## src/rtl/fft_pkg.sv

```systemverilog
// Shared constants and FSM encoding for the FFT frame arbiter slice.
// Latency: n/a (declarations only).
// Backpressure: n/a.
package fft_pkg;

  localparam int DATA_W   = 16;
  localparam int N_POINTS = 16;
  localparam int CNT_W    = $clog2(N_POINTS);

  typedef enum logic {
    IDLE = 1'b0,
    FEED = 1'b1
  } state_t;

endpackage

```

## src/rtl/fft_tag_fifo.sv

```systemverilog
// 1-bit tag FIFO recording which requester owns each frame in flight.
// Latency: a pushed tag is visible at the head one edge later; pop is synchronous.
// Backpressure: registered full/empty flags; a push while full is accepted only with a pop.
module fft_tag_fifo #(
  parameter int DEPTH = 4
) (
  input  logic clk,
  input  logic reset,
  input  logic push,
  input  logic pop,
  input  logic din,
  output logic dout,
  output logic full,
  output logic empty
);

  localparam int AW = (DEPTH > 1) ? $clog2(DEPTH) : 1;
  localparam logic [AW:0] DEPTH_C = (AW + 1)'(DEPTH);

  logic [DEPTH-1:0] mem;
  logic [AW-1:0]    wr_ptr;
  logic [AW-1:0]    rd_ptr;
  logic [AW:0]      count;
  logic [AW:0]      count_next;
  logic             do_push;
  logic             do_pop;

  assign do_pop  = pop && !empty;
  // A simultaneous pop frees the head slot, so a push into a full FIFO is still safe.
  assign do_push = push && (!full || do_pop);
  assign dout    = mem[rd_ptr];

  // Occupancy after this edge; feeds the registered flags.
  always_comb begin
    count_next = count;
    case ({do_push, do_pop})
      2'b10:   count_next = count + 1'b1;
      2'b01:   count_next = count - 1'b1;
      default: count_next = count;
    endcase
  end

  // Pointers, storage and flags; pointers wrap naturally since DEPTH is a power of 2.
  always_ff @(posedge clk or posedge reset) begin
    if (reset) begin
      mem    <= '0;
      wr_ptr <= '0;
      rd_ptr <= '0;
      count  <= '0;
      full   <= 1'b0;
      empty  <= 1'b1;
    end else begin
      if (do_push) begin
        mem[wr_ptr] <= din;
        wr_ptr      <= wr_ptr + 1'b1;
      end
      if (do_pop) begin
        rd_ptr <= rd_ptr + 1'b1;
      end
      count <= count_next;
      full  <= (count_next == DEPTH_C);
      empty <= (count_next == '0);
    end
  end

endmodule

```

## src/rtl/fft_frame_arbiter.sv

```systemverilog
// Frame-level arbiter sharing one FFT core between two requesters; routes results back by tag.
// Latency: 0-cycle combinational forwarding of data/handshakes; grant takes effect one edge after request.
// Backpressure: owner sees fft_in_stall, non-owner stalled; fft_out_stall follows the tagged rsp port.
module fft_frame_arbiter #(
  parameter int N_POINTS  = fft_pkg::N_POINTS,
  parameter int DATA_W    = fft_pkg::DATA_W,
  parameter int TAG_DEPTH = 4
) (
  input  logic              clk,
  input  logic              reset,
  input  logic              req0_push,
  input  logic [DATA_W-1:0] req0_real,
  input  logic [DATA_W-1:0] req0_imag,
  output logic              req0_stall,
  input  logic              req1_push,
  input  logic [DATA_W-1:0] req1_real,
  input  logic [DATA_W-1:0] req1_imag,
  output logic              req1_stall,
  output logic              fft_in_push,
  output logic [DATA_W-1:0] fft_in_real,
  output logic [DATA_W-1:0] fft_in_imag,
  input  logic              fft_in_stall,
  input  logic              fft_out_push,
  input  logic [DATA_W-1:0] fft_out_real,
  input  logic [DATA_W-1:0] fft_out_imag,
  output logic              fft_out_stall,
  output logic              rsp0_push,
  output logic [DATA_W-1:0] rsp0_real,
  output logic [DATA_W-1:0] rsp0_imag,
  input  logic              rsp0_stall,
  output logic              rsp1_push,
  output logic [DATA_W-1:0] rsp1_real,
  output logic [DATA_W-1:0] rsp1_imag,
  input  logic              rsp1_stall,
  output logic              owner,
  output logic              busy,
  output logic              err
);

  import fft_pkg::*;

  // Counter width follows the module parameter so an override stays consistent.
  localparam int CW = $clog2(N_POINTS);
  localparam logic [CW-1:0] LAST_IDX = CW'(N_POINTS - 1);

  state_t        state;
  state_t        state_next;
  logic [CW-1:0] in_cnt;
  logic [CW-1:0] out_cnt;
  logic          last_served;
  logic          grant;
  logic          tag_push;
  logic          tag_pop;
  logic          tag_head;
  logic          tag_full;
  logic          tag_empty;
  logic          in_xfer;
  logic          in_last;
  logic          out_xfer;

  assign busy        = (state == FEED);
  assign fft_in_real = owner ? req1_real : req0_real;
  assign fft_in_imag = owner ? req1_imag : req0_imag;
  assign rsp0_real   = fft_out_real;
  assign rsp0_imag   = fft_out_imag;
  assign rsp1_real   = fft_out_real;
  assign rsp1_imag   = fft_out_imag;

  // Input FSM state register.
  always_ff @(posedge clk or posedge reset) begin
    if (reset) begin
      state <= IDLE;
    end else begin
      state <= state_next;
    end
  end

  // Arbitration, next state and input-side handshakes.
  always_comb begin
    state_next  = state;
    grant       = owner;
    tag_push    = 1'b0;
    req0_stall  = 1'b1;
    req1_stall  = 1'b1;
    fft_in_push = 1'b0;
    in_xfer     = 1'b0;
    in_last     = 1'b0;
    case (state)
      IDLE: begin
        if ((req0_push || req1_push) && !tag_full) begin
          state_next = FEED;
          tag_push   = 1'b1;
          // On a tie the requester not served last wins; otherwise the sole pusher.
          grant      = (req0_push && req1_push) ? ~last_served : req1_push;
        end
      end
      FEED: begin
        fft_in_push = owner ? req1_push : req0_push;
        if (owner) begin
          req1_stall = fft_in_stall;
        end else begin
          req0_stall = fft_in_stall;
        end
        in_xfer = fft_in_push && !fft_in_stall;
        if (in_xfer && (in_cnt == LAST_IDX)) begin
          state_next = IDLE;
          in_last    = 1'b1;
        end
      end
      default: state_next = IDLE;
    endcase
  end

  // Grant owner, fairness memory and input sample counter.
  always_ff @(posedge clk or posedge reset) begin
    if (reset) begin
      owner       <= 1'b0;
      last_served <= 1'b1;
      in_cnt      <= '0;
    end else begin
      if (tag_push) begin
        owner  <= grant;
        in_cnt <= '0;
      end else if (in_xfer) begin
        in_cnt <= in_cnt + 1'b1;
      end
      if (in_last) begin
        last_served <= owner;
      end
    end
  end

  // Output routing: head tag picks the rsp port; nothing flows while no frame is tagged.
  always_comb begin
    rsp0_push     = 1'b0;
    rsp1_push     = 1'b0;
    fft_out_stall = 1'b1;
    out_xfer      = 1'b0;
    if (!tag_empty) begin
      if (tag_head) begin
        rsp1_push     = fft_out_push;
        fft_out_stall = rsp1_stall;
      end else begin
        rsp0_push     = fft_out_push;
        fft_out_stall = rsp0_stall;
      end
      out_xfer = fft_out_push && !fft_out_stall;
    end
  end

  assign tag_pop = out_xfer && (out_cnt == LAST_IDX);

  // Output sample counter and sticky error for output with no tagged frame.
  always_ff @(posedge clk or posedge reset) begin
    if (reset) begin
      out_cnt <= '0;
      err     <= 1'b0;
    end else begin
      if (out_xfer) begin
        out_cnt <= out_cnt + 1'b1;
      end
      if (tag_empty && fft_out_push) begin
        err <= 1'b1;
      end
    end
  end

  fft_tag_fifo #(
    .DEPTH (TAG_DEPTH)
  ) u_tag_fifo (
    .clk   (clk),
    .reset (reset),
    .push  (tag_push),
    .pop   (tag_pop),
    .din   (grant),
    .dout  (tag_head),
    .full  (tag_full),
    .empty (tag_empty)
  );

endmodule

```

## config.mk

```make
export PLATFORM = sky130hd
export DESIGN_NAME = fft_frame_arbiter
export DESIGN_NICKNAME = d
export VERILOG_FILES = /design/src/rtl/fft_pkg.sv /design/src/rtl/fft_tag_fifo.sv /design/src/rtl/fft_frame_arbiter.sv
export SDC_FILE = /design/constraint.sdc
export NUM_CORES = 1
export LEC_CHECK = 0
export ABC_AREA = 1
export CAP_MARGIN = 30
export CELL_PAD_IN_SITES_DETAIL_PLACEMENT = 2
export CELL_PAD_IN_SITES_GLOBAL_PLACEMENT = 2
export CORE_ASPECT_RATIO = 0.8
export CORE_MARGIN = 1
export CORE_UTILIZATION = 14
export CTS_BUF_LIST = sky130_fd_sc_hd__clkbuf_8
export DETAILED_ROUTE_END_ITERATION = 8
export PLACE_DENSITY_LB_ADDON = 0.15
export REMOVE_ABC_BUFFERS = 1
export SETUP_SLACK_MARGIN = 0.2
export SYNTH_ARGS = -nofsm -noshare
export SYNTH_HDL_FRONTEND = slang
export SYNTH_HIERARCHICAL = 1
export SYNTH_SLANG_ARGS = --single-unit
```

## constraint.sdc

```tcl
create_clock -name clk -period 2.8 [get_ports clk]
set_input_delay 0.42 -clock clk [delete_from_list [all_inputs] [get_ports clk]]
set_output_delay 0.42 -clock clk [all_outputs]
set_load 0.005 [all_outputs]
```

# Word-level counts from Yosys, hierarchy flattened
# Cells that the tools add are included.
# totals
word_cells,80
output_inout_bits,105
input_bits,104
reg_bits,25
# classes
reduce_logical,18
muxes,34
eq_ne,5
order_cmp,3
bitwise,2
addsub,6
# ops
cell,count
16-bit 2-to-1 mux,2
1-bit 2-to-1 mux,25
1-bit logical AND,10
"4-bit by 1-bit adder with 4-bit output, second input constant",2
"4-bit equality test, second input constant",2
4-bit 2-to-1 mux,2
"2-bit by 3-bit less-than comparator with 1-bit output, second input constant",2
3-bit one-hot mux with 2 select lines,1
"2-bit by 1-bit adder with 2-bit output, second input constant",2
4-bit bitwise mux,1
1-bit logical NOT,4
"3-bit by 1-bit adder with 3-bit output, second input constant",1
"3-bit equality test, second input constant",1
3-bit logical NOT,1
"3-bit by 1-bit subtractor with 3-bit output, second input constant",1
1-bit binary-select mux with 2-bit select,1
1-bit demux with 2-bit select,1
"2-bit by 1-bit equality test with 1-bit output, second input constant",1
"2-bit equality test, second input constant",1
"2-bit by 1-bit greater-or-equal comparator with 1-bit output, second input constant",1
1-bit logical OR,2
1-bit NOT,2
1-bit one-hot mux with 2 select lines,1
2-bit nonzero test,1

# Longest topological paths before layout
# Gate-level depths: netlist of the first run.
# logic_depth
ltp_word,14
depth_mapped,19
mapped_depth_nobuf,19

# Modules after synthesis
# The synthesis of the first run kept the hierarchy.
# by_module_without_submodules
mod,cells_each,area_per_inst_um2,instances,seq_area_each_um2
fft_frame_arbiter,268,1617.8,1,301.5
fft_tag_fifo,78,698.2,1,326.6

# Worst setup path before layout of the first run
# No wires, ideal clock.
# synth_path
path_kind,register -> register
start,register u_tag_fifo.rd_ptr[0]
end,register u_tag_fifo.full
setup_slack_ns,0.290
arrival_ns,2.388
synth_period_minus_slack_ns,2.510
n_path_buf,0
required_time_ns,2.678
stages_incl_launch_ff,18
setup_ns,0.122
path_cell_list,dfrtp_1 > inv_1 > nor2_1 > o22ai_1 > inv_1 > nand2_1 > nand4_1 > nor2_1 > nand2_4 > nand2_4 > nand2_4 > ha_1 > inv_1 > fa_1 > nand2_1 > o21ai_2 > nand3_1 > a21oi_1
# synth_between
elab_chain_cells,14
word_cells_on_any_way,15
classes_between,3 x eq/ne; 6 x mux; 6 x reduce/logical
# synth_rtl
item,line_no,text
"start, declared",fft_tag_fifo.sv:22,logic [AW-1:0] rd_ptr;
"start signal, assigned",fft_tag_fifo.sv:58,rd_ptr <= rd_ptr + 1'b1;
1-bit binary-select mux with 2-bit select (*),fft_tag_fifo.sv:31,assign dout = mem[rd_ptr];
1-bit 2-to-1 mux (implied by the code) (*),fft_tag_fifo.sv:31,
net tag_head,fft_frame_arbiter.sv:54,logic tag_head;
1-bit 2-to-1 mux (*),fft_frame_arbiter.sv:140,if (tag_head) begin
1-bit 2-to-1 mux (*),fft_frame_arbiter.sv:139,if (!tag_empty) begin
1-bit logical NOT (*),fft_frame_arbiter.sv:147,out_xfer = fft_out_push && !fft_out_stall;
1-bit logical AND (*),fft_frame_arbiter.sv:147,
1-bit 2-to-1 mux (*),fft_frame_arbiter.sv:139,
1-bit logical AND (*),fft_frame_arbiter.sv:151,assign tag_pop = out_xfer && (out_cnt == LAST_IDX);
net tag_pop,fft_frame_arbiter.sv:53,logic tag_pop;
1-bit logical AND (*),fft_tag_fifo.sv:28,assign do_pop = pop && !empty;
1-bit logical OR,fft_tag_fifo.sv:30,assign do_push = push && (!full || do_pop);
1-bit logical AND,fft_tag_fifo.sv:30,
2-bit by 1-bit equality test with 1-bit output / 2-bit equality test (equally long branches),fft_tag_fifo.sv:36,"case ({do_push, do_pop})"
3-bit one-hot mux with 2 select lines (*),fft_tag_fifo.sv:36,
3-bit equality test (*),fft_tag_fifo.sv:61,full <= (count_next == DEPTH_C);
"end signal, assigned",fft_tag_fifo.sv:61,
"end, declared",fft_tag_fifo.sv:13,"output logic full,"
# Mark *: on every way through the listed nets, which the timed path passes. The rest lies on a longest branch. The select of a mux whose other input is x is not followed.
# A chain may end at the register's enable or synchronous reset.

# Final worst setup path of the first run
# layout_path
start,register u_tag_fifo.rd_ptr[0]
end,register u_tag_fifo.full
# layout_between
elab_chain_cells,14
word_cells_on_any_way,15
classes_between,3 x eq/ne; 6 x mux; 6 x reduce/logical
# layout_rtl
item,line_no,text
1-bit binary-select mux with 2-bit select (*),fft_tag_fifo.sv:31,
1-bit 2-to-1 mux (implied by the code) (*),fft_tag_fifo.sv:31,
net tag_head,fft_frame_arbiter.sv:54,
1-bit 2-to-1 mux (*),fft_frame_arbiter.sv:140,
1-bit 2-to-1 mux (*),fft_frame_arbiter.sv:139,
1-bit logical NOT (*),fft_frame_arbiter.sv:147,
1-bit logical AND (*),fft_frame_arbiter.sv:147,
1-bit 2-to-1 mux (*),fft_frame_arbiter.sv:139,
1-bit logical AND (*),fft_frame_arbiter.sv:151,
net tag_pop,fft_frame_arbiter.sv:53,
1-bit logical AND (*),fft_tag_fifo.sv:28,
net u_tag_fifo.do_pop,fft_tag_fifo.sv:26,logic do_pop;
1-bit logical OR,fft_tag_fifo.sv:30,
1-bit logical AND,fft_tag_fifo.sv:30,
2-bit by 1-bit equality test with 1-bit output / 2-bit equality test (equally long branches),fft_tag_fifo.sv:36,
3-bit one-hot mux with 2 select lines (*),fft_tag_fifo.sv:36,
3-bit equality test (*),fft_tag_fifo.sv:61,
# Marks and branches as above.

==> results of run 1 <==
## registers in the layout, indices dropped and copies added, names as in the netlist
| register | cells |
|---|---|
| u_tag_fifo/full | 1 |
| in_cnt | 4 |
| last_served | 1 |
| u_tag_fifo/mem | 4 |
| u_tag_fifo/count | 3 |
| out_cnt | 4 |
| owner | 1 |
| u_tag_fifo/wr_ptr | 2 |
| err | 1 |
| u_tag_fifo/empty | 1 |
| busy | 1 |
| u_tag_fifo/rd_ptr | 2 |
## worst paths after layout
check                                   to  slack, ps  depth (start not counted)
setup / recovery           u_tag_fifo/full        260                         16
hold / removal                 last_served        480                          2
setup reg to reg           u_tag_fifo/full        260                         16
hold reg to reg                last_served        480                          2
max in group asynchronous       out_cnt[3]       1880                          2
min in group asynchronous  u_tag_fifo/full        520                          2
## worst max-delay path, stage by stage (launching register included)
cell	delay (ps)
dfrtp_1	420
inv_2	100
nor2_2	40
o22ai_2	240
inv_2	80
nand2_2	80
nand4_1	120
nor2_2	150
nand2_4	80
inv_2	70
ha_4	140
inv_4	40
fa_2	560
nand2_2	50
o21ai_2	70
nand3_2	110
a21oi_2	110
## cell type report
class,count,area [µm²],area share [%]
Tap cell,215,269,7.86
Timing Repair Buffer,128,1240,36.3
Multi-Input combinational cell,219,1100,32.3
Sequential cell,25,628,18.3
Clock inverter,1,3.75,0.110
Inverter,31,134,3.91
Clock buffer,3,41.3,1.21
## power by group
| part | switching (mW) | internal (mW) | leakage, nW |
|---|---|---|---|
| registers | 0.146 | 0.498 | 0.302 |
| clock network | 0.126 | 0.0985 | 0.0269 |
| logic | 0.849 | 0.876 | 1.31 |
| total | 1.12 | 1.47 | 1.63 |
## per-stage QoR
stage               instance area (µm²)  instances  hold slack, ps
finish                             3420        622             479
global route                       3420        622             494
CTS                                3300        615             480
detailed placement                 3210        605             459
global placement                   3210        605             458
floorplan                          1790        275             284
## synth_stat cells, drive strengths merged (2+ instances only)
cell type	count
nand4	5
nand2	164
inv	31
xor2	5
nand3	16
a21oi	2
dfstp	2
nor3	2
ha	7
buf	71
nor2	9
dfrtp	23
o21ai	6
## cells by family (layout without fill, tap and decap cells)
kind of cell | after synthesis | after routing | share of synthesized area (%)
adder cells (fa/ha/maj) | 8 | 8 | 4.65
flip-flops | 25 | 25 | 27.1
AND/OR/NAND/NOR | 196 | 196 | 35.7
buffers and inverters | 102 | 163 | 28.2
AO/OA/AOI/OAI | 10 | 10 | 2.49
XOR/XNOR | 5 | 5 | 1.89
## layer usage
metal | share of wire, % | routed length, µm | track usage [%] | vias to the layer above
met5 | 0.87 | 111 | 5.28 | -
met4 | 0.42 | 53 | 1.26 | 2
met3 | 19 | 2450 | 13.7 | 8
met2 | 43 | 5540 | 22.4 | 118
met1 | 36 | 4600 | 15.0 | 1105
li1 | - | - | - | 1105
## what timing repair did
action	4_1_cts	5_1_grt
buffers inserted	6	7
hold buffers	0	0
endpoints found under the setup margin	4	5
pin swaps	3	12
endpoints found under the hold margin	0	0
resized for setup	5	22
==> impl.org, run 1 <==
** Detailed routing
- Via count :: roughly 2300
- Iteration-0 DRC Markers :: 67
- Post-detailed-route wirelength per cell :: a little over 20 µm
- Final wirelength :: ~13000 µm
- Dividing the detail-routed via count by the number of cells gives 3.76.
- The count of nets left with antenna violations once routing finished came out at 0.
- Post-detailed-route DRC marker count :: 0
- The first TritonRoute pass finished after 4 iterations.

** Pwr
- Power per cell area :: 757 nW/µm²
- Post-route total power :: 2.59 mW
- The analysis attributes to cell leakage a power of 1.63 nW.
- VDD sags by at most about 0.00017 V.

** Synth
- Number of warnings printed during yosys synthesis :: 6
- FF+latch count, synth :: 25
- Top cells by area, synth :: nand2_1, dfrtp_1, buf_4
- Most instantiated flip-flop cell in the synthesis netlist :: dfrtp_1
- A synthesized cell averages 6.69 µm².
- Post-synthesis cell count :: 346
- Post-synth EDFFs :: 0
- Area leader, netlist :: nand2_1
- The synthesized design devotes to its leading area cell type 25.6% of total area.
- Total standard cell area after synthesis :: 2320 µm²
- Synthesis instantiated 28 different standard cells from the library.
- Share of async-settable or async-resettable flops after synthesis :: 100%
- Sequential cell area fraction in the yosys report :: between 20 and 30%

** Critical path
- STA classifies the critical path startpoint as a flip-flop.
- Beginning of the critical path :: u_tag_fifo/rd_ptr[0]
- Data on the critical path arrives at its endpoint at 2750 ps.
- WS Path Type :: reg2reg
- Required time at the worst-slack endpoint :: 3010 ps
- The worst register-to-register path begins at u_tag_fifo/rd_ptr[0].
- The worst setup path is captured at a flip-flop.
- Highest net fanout along the worst path :: 3

** Layout
- Most used cells in the layout excluding fill and tap cells :: nand2_1, clkdlybuf4s50_1, dfrtp_1
- Syn-to-layout area delta :: 47.9%
- Ant diodes :: 0
- The final layout contains 520 nets.
- Share of the core filled with cells in the final layout :: 21.5%
- Leaving out fill and tap cells, the most frequent cell in the layout is nand2_1.
- After filler insertion, the fill cell instance count of the layout stands at 1867.
- Share of final-layout standard cells stronger than drive strength 1 :: 15.0%

** Place
- Total half-perimeter wirelength after legalization and detailed placement :: around 11000 µm
- Count of input and output buffers :: between 100 and 150
- Post-Place Setup Slack :: 25.5 ps
- Routability congestion estimate :: 0.937

** Clock network
- Clock slew at reported path FFs :: 100 ps
- In this run, CTS created clock tree buffers numbering 3.
- H-Tree Level Count :: 1
- Clk Latency, worst-skew pair :: about 270 ps
- CTS Root Cell :: clkbuf_8
- Clock tree from TritonCTS :: built
- In this run the deepest clock path goes through 2 buffers.
- The clock net in this run drives a total of 25 sinks.

** Die
- Once the floorplan was initialized, standard cells occupied between 10% and 20% of the core.
- From left edge to right edge, the die measures between 100 and 150 µm.
- For this design the top-level I/O count stands at 209.
- Placeable core region :: between 15000 and 20000 µm²
- Die area :: 17100 µm²
- Die height :: 117 µm
- Row generation in the floorplan step produced 41 rows.

** Global route
- Entering global routing, the biggest net connects 38 pins.
- The via count of the first global-routing pass came to ~2400.
- Global routing used 14.7% of the available tracks across all layers.
- Initial antenna violation count :: 0
- After global routing the overflow that remains totals 0.
- First-pass GRT wire length :: 17900 µm

** Status
- The flow ran to the end, and the final reports show no timing, DRC or antenna violations.

** Timing
- Unrepaired setup endpoints after global routing :: true
- Achievable frequency :: ~400 MHz
- The worst path meets setup with 259 ps of slack.
- Adding up every negative setup slack in the final design gives 0 ps.
- Transition time at the pin with the least slew margin :: 598 ps
- Counting I/O delays and the setup requirement, the final critical path takes 2540 ps.
- The final count of pins violating max slew came to 0.
- Final worst path period share :: 90.7%
- On the final layout, the worst clock skew is 2.88 ps.
- Worst-case headroom to the max-slew limit :: about three fifths
- The number of endpoints with negative hold slack in the final report came to 0.
- Setup violations remaining at the end of the flow were counted as 0.

** Hold path
- The worst hold path belongs to the class reg2reg.
- Beginning of the worst hold path :: last_served

** Run
- Max-cap violations in this run came to 0.
(Power assumes the default switching activity.)
==> run 2, diff against run 1 <==
GPL_ROUTABILITY_DRIVEN = 0   (was unset)
SETUP_SLACK_MARGIN = 0.3   (was 0.2)
==> run 2 against run 1 <==
Register-to-register slack hardly changed. Power grew 0.73%. Die area did not move. Critical endpoint unchanged.
==> impl.org, run 2 (same netlist as run 1, synthesis figures left out) <==
** Status
- Result of the run: completed (unchanged).

** Die
- X dimension of the die :: 146 µm (unchanged)
- Row count :: 41 (unchanged)
- Placeable core region :: 16000 µm² (unchanged)
- The height of the die was 117 µm (unchanged).
- Starting utilization of the core area :: 14.5% (unchanged)
- The die area was 17100 µm² (unchanged).
- Number of top-level pins :: 209 (unchanged)

** Detailed routing
- Via-per-instance ratio :: 3.75 (was 3.76)
- Post-detailed-route wirelength per cell :: 20.5 µm (about the same)
- DR pass1 iterations :: 4 (unchanged)
- Remaining antenna violation count :: 0 (unchanged)
- The starting DRC count in detailed routing is 67 (unchanged).
- The via count was 2337 (was 2338).
- Final wirelength :: 12800 µm (about the same)
- The number of DRC violations after detailed routing is 0 (unchanged).

** Place
- The post-placement cell area was 3210 µm² (unchanged).
- The worst slack at placement came to 25.5 ps (unchanged).
- Total half-perimeter wirelength after legalization and detailed placement :: 10900 µm (unchanged)
- The post-placement cell count was 605 (unchanged).
- Count of input and output buffers :: 112 (unchanged)

** Timing
- Worst-case headroom to the max-slew limit :: 60.4% (was 60.1%)
- Achievable frequency :: 394 MHz (about the same)
- Final hold violations :: 0 (unchanged)
- The final count of pins violating max slew was 0 (unchanged).
- Post-Route Skew :: 3.38 ps (was 2.88 ps)
- Unrepaired setup endpoints after global routing :: true (unchanged)
- The period utilization was 90.7% (about the same).
- The total of endpoints with negative setup slack in the final report came to 0 (unchanged).
- Sum of negative setup slack :: 0 ps (unchanged)
- The actual transition at the worst max-transition pin came to 594 ps (was 598 ps).
- The minimum clock period was 2540 ps (about the same).
- The worst-case setup margin in the final layout is 260 ps (was 259 ps).

** Global route
- The global-route usage over all layers is 14.9% (was 14.7%).
- Initial antenna violation count :: 0 (unchanged)
- Maximum number of pins on one net before global-route repair :: 38 (unchanged)
- The residual overflow from global routing was 0 (unchanged).
- First-pass GRT wire length :: 18100 µm (was 17900 µm)
- The via count of the first global-routing pass is 2465 (was 2429).

** Layout
- Filler cell count :: 1863 (was 1867)
- Commonest non-fill, non-tap cell in the layout :: nand2_1 (unchanged)
- Biggest regs: in_cnt (4), out_cnt (4), u_tag_fifo/mem (4) (unchanged).
- Ant diodes :: 0 (unchanged)
- Syn-to-layout area delta :: 47.6% (was 47.9%)
- The share of final-layout standard cells stronger than drive strength 1 came to 14.7% (was 15.0%).
- Post-Layout Inst Area :: 3420 µm² (about the same)
- Number of nets in the layout :: 522 (was 520)
- The number of non-filler instances in the completed layout came to 624 (was 622).
- Most used cells in the layout excluding fill and tap cells :: nand2_1, clkdlybuf4s50_1, dfrtp_1 (unchanged)

** Pwr
- The net switching power of the design was 1.12 mW (about the same).
- Max VDD drop :: 0.000173 V (was 0.000174 V)
- The combinational cell fraction of total power came to 66.7% (was 66.5%).
- Clock network power share :: 8.8% (was 8.7%)
- The cell leakage power came to 1.63 nW (about the same).
- The power share of the sequential group is 24.5% (was 24.8%).
- The total power per unit cell area was 764 nW/µm² (was 757 nW/µm²).
- The internal power contribution is 1.49 mW (was 1.47 mW).
- The switching part of the total power came to 43.0% (was 43.2%).

** Hold path
- Beginning of the worst hold path :: last_served (unchanged)
- The worst hold path class was reg2reg (unchanged).
- The number of cells traversed by the worst hold path was 2 (unchanged).
- Endpoint, Worst Hold :: last_served (unchanged)

** Critical path
- The category of the worst setup path capture point was a flip-flop (unchanged).
- FF-to-FF Start :: u_tag_fifo/rd_ptr[0] (unchanged)
- Required time at the worst-slack endpoint :: 3010 ps (about the same)
- The setup slack of the most critical reg-to-reg path is 260 ps (about the same).
- The number of cells on the worst reg-to-reg path was 16 (unchanged).
- The endpoint of the worst register-to-register path is u_tag_fifo/full (unchanged).
- Critical path arrival :: 2750 ps (about the same)
- The peak fanout along the critical path is 3 (unchanged).
- WS Path Type :: reg2reg (unchanged)
- The startpoint type of the worst setup path is a flip-flop (unchanged).

** Clock network
- The clock buffer count from CTS is 3 (unchanged).
- CTS Root Cell :: clkbuf_8 (unchanged)
- CTS max path bufs :: 2 (unchanged)
- Clock slew at reported path FFs :: 100 ps (about the same)
- The number of clock sinks is 25 (unchanged).
- The clock tree from TritonCTS was built (unchanged).
- The clock insertion delay at the later pin of the skew report was 280 ps (was 270 ps).
- The deepest level of the CTS H-tree is 1 (unchanged).

** Run
- MaxCap Viol Count :: 0 (unchanged)
-- run 2: changes by cell type in the layout (fill, tap and decap cells not counted), sizes merged --
cell / change
buf: +2
clkbuf: +1
dlymetal6s2s: -1
-- run 2: power groups by stage --
| stage | logic, mW | registers (mW) | clock network, mW |
|---|---|---|---|
| 2_1_floorplan | 0.689 | 0.651 | 0 |
| 3_3_place_gp | 1.59 | 0.644 | 0 |
| 3_5_place_dp | 1.62 | 0.648 | 0 |
| 4_1_cts | 1.72 | 0.641 | 0.244 |
| 5_1_grt | 1.95 | 0.661 | 0.255 |
| 6_report | 1.74 | 0.640 | 0.229 |
-- run 2: area by class of cell --
type / instances / area (µm²) / area share (%)
inverter: 31 / 131 / 3.84
tap: 215 / 269 / 7.87
clock inverter: 1 / 3.75 / 0.110
clock buffer: 3 / 41.3 / 1.21
multi-input combinational: 219 / 1090 / 32.0
sequential: 25 / 628 / 18.4
timing repair buffer: 130 / 1250 / 36.6
-- run 2: routing by layer --
metal  GRT usage, %  wire length [µm]
met1           15.2              4740
met3           13.7              2360
met2           22.8              5510
met4           1.26                56
met5           5.28               111
-- run 2: timing repair --
action	in CTS	in global routing
setup buffers	9	6
endpoints found under the setup margin	4	5
hold buffers	0	0
resized for setup	9	15
pin swaps	6	9
-- run 2: worst max path at each step --
| stage | cells after the start | end | startpoint | slack [ps] |
|---|---|---|---|---|
| after global routing | 16 | u_tag_fifo/full | u_tag_fifo/rd_ptr[0] | 50 |
| after CTS | 17 | u_tag_fifo/full | u_tag_fifo/rd_ptr[0] | 270 |
| final | 16 | u_tag_fifo/full | u_tag_fifo/rd_ptr[0] | 260 |
| after floorplan | 17 | u_tag_fifo/full | u_tag_fifo/rd_ptr[0] | 290 |
| after detailed placement | 17 | u_tag_fifo/full | u_tag_fifo/rd_ptr[0] | 30 |
| after global placement | 17 | u_tag_fifo/full | u_tag_fifo/rd_ptr[0] | 180 |
-- run 2: worst max-delay path, stage by stage (launching register included) --
cell     delay (ps)
dfrtp_1         420
inv_2           100
nor2_2           40
o22ai_2         200
inv_2            70
nand2_2          60
nand4_1         150
nor2_2          190
nand2_4          90
inv_2            70
ha_4            130
inv_2            50
fa_2            570
nand2_2          50
o21ai_2          70
nand3_2         110
a21oi_2         110
-- run 2: through the flow --
| step | util, % | hold slack [ps] | power, mW |
|---|---|---|---|
| finish | 21.4 | 479 | 2.61 |
| global route | 21.4 | 495 | 2.87 |
| CTS | 20.9 | 480 | 2.60 |
| detailed placement | 20.1 | 459 | 2.27 |
| global placement | 20.1 | 458 | 2.23 |
| floorplan | - | 284 | 1.34 |
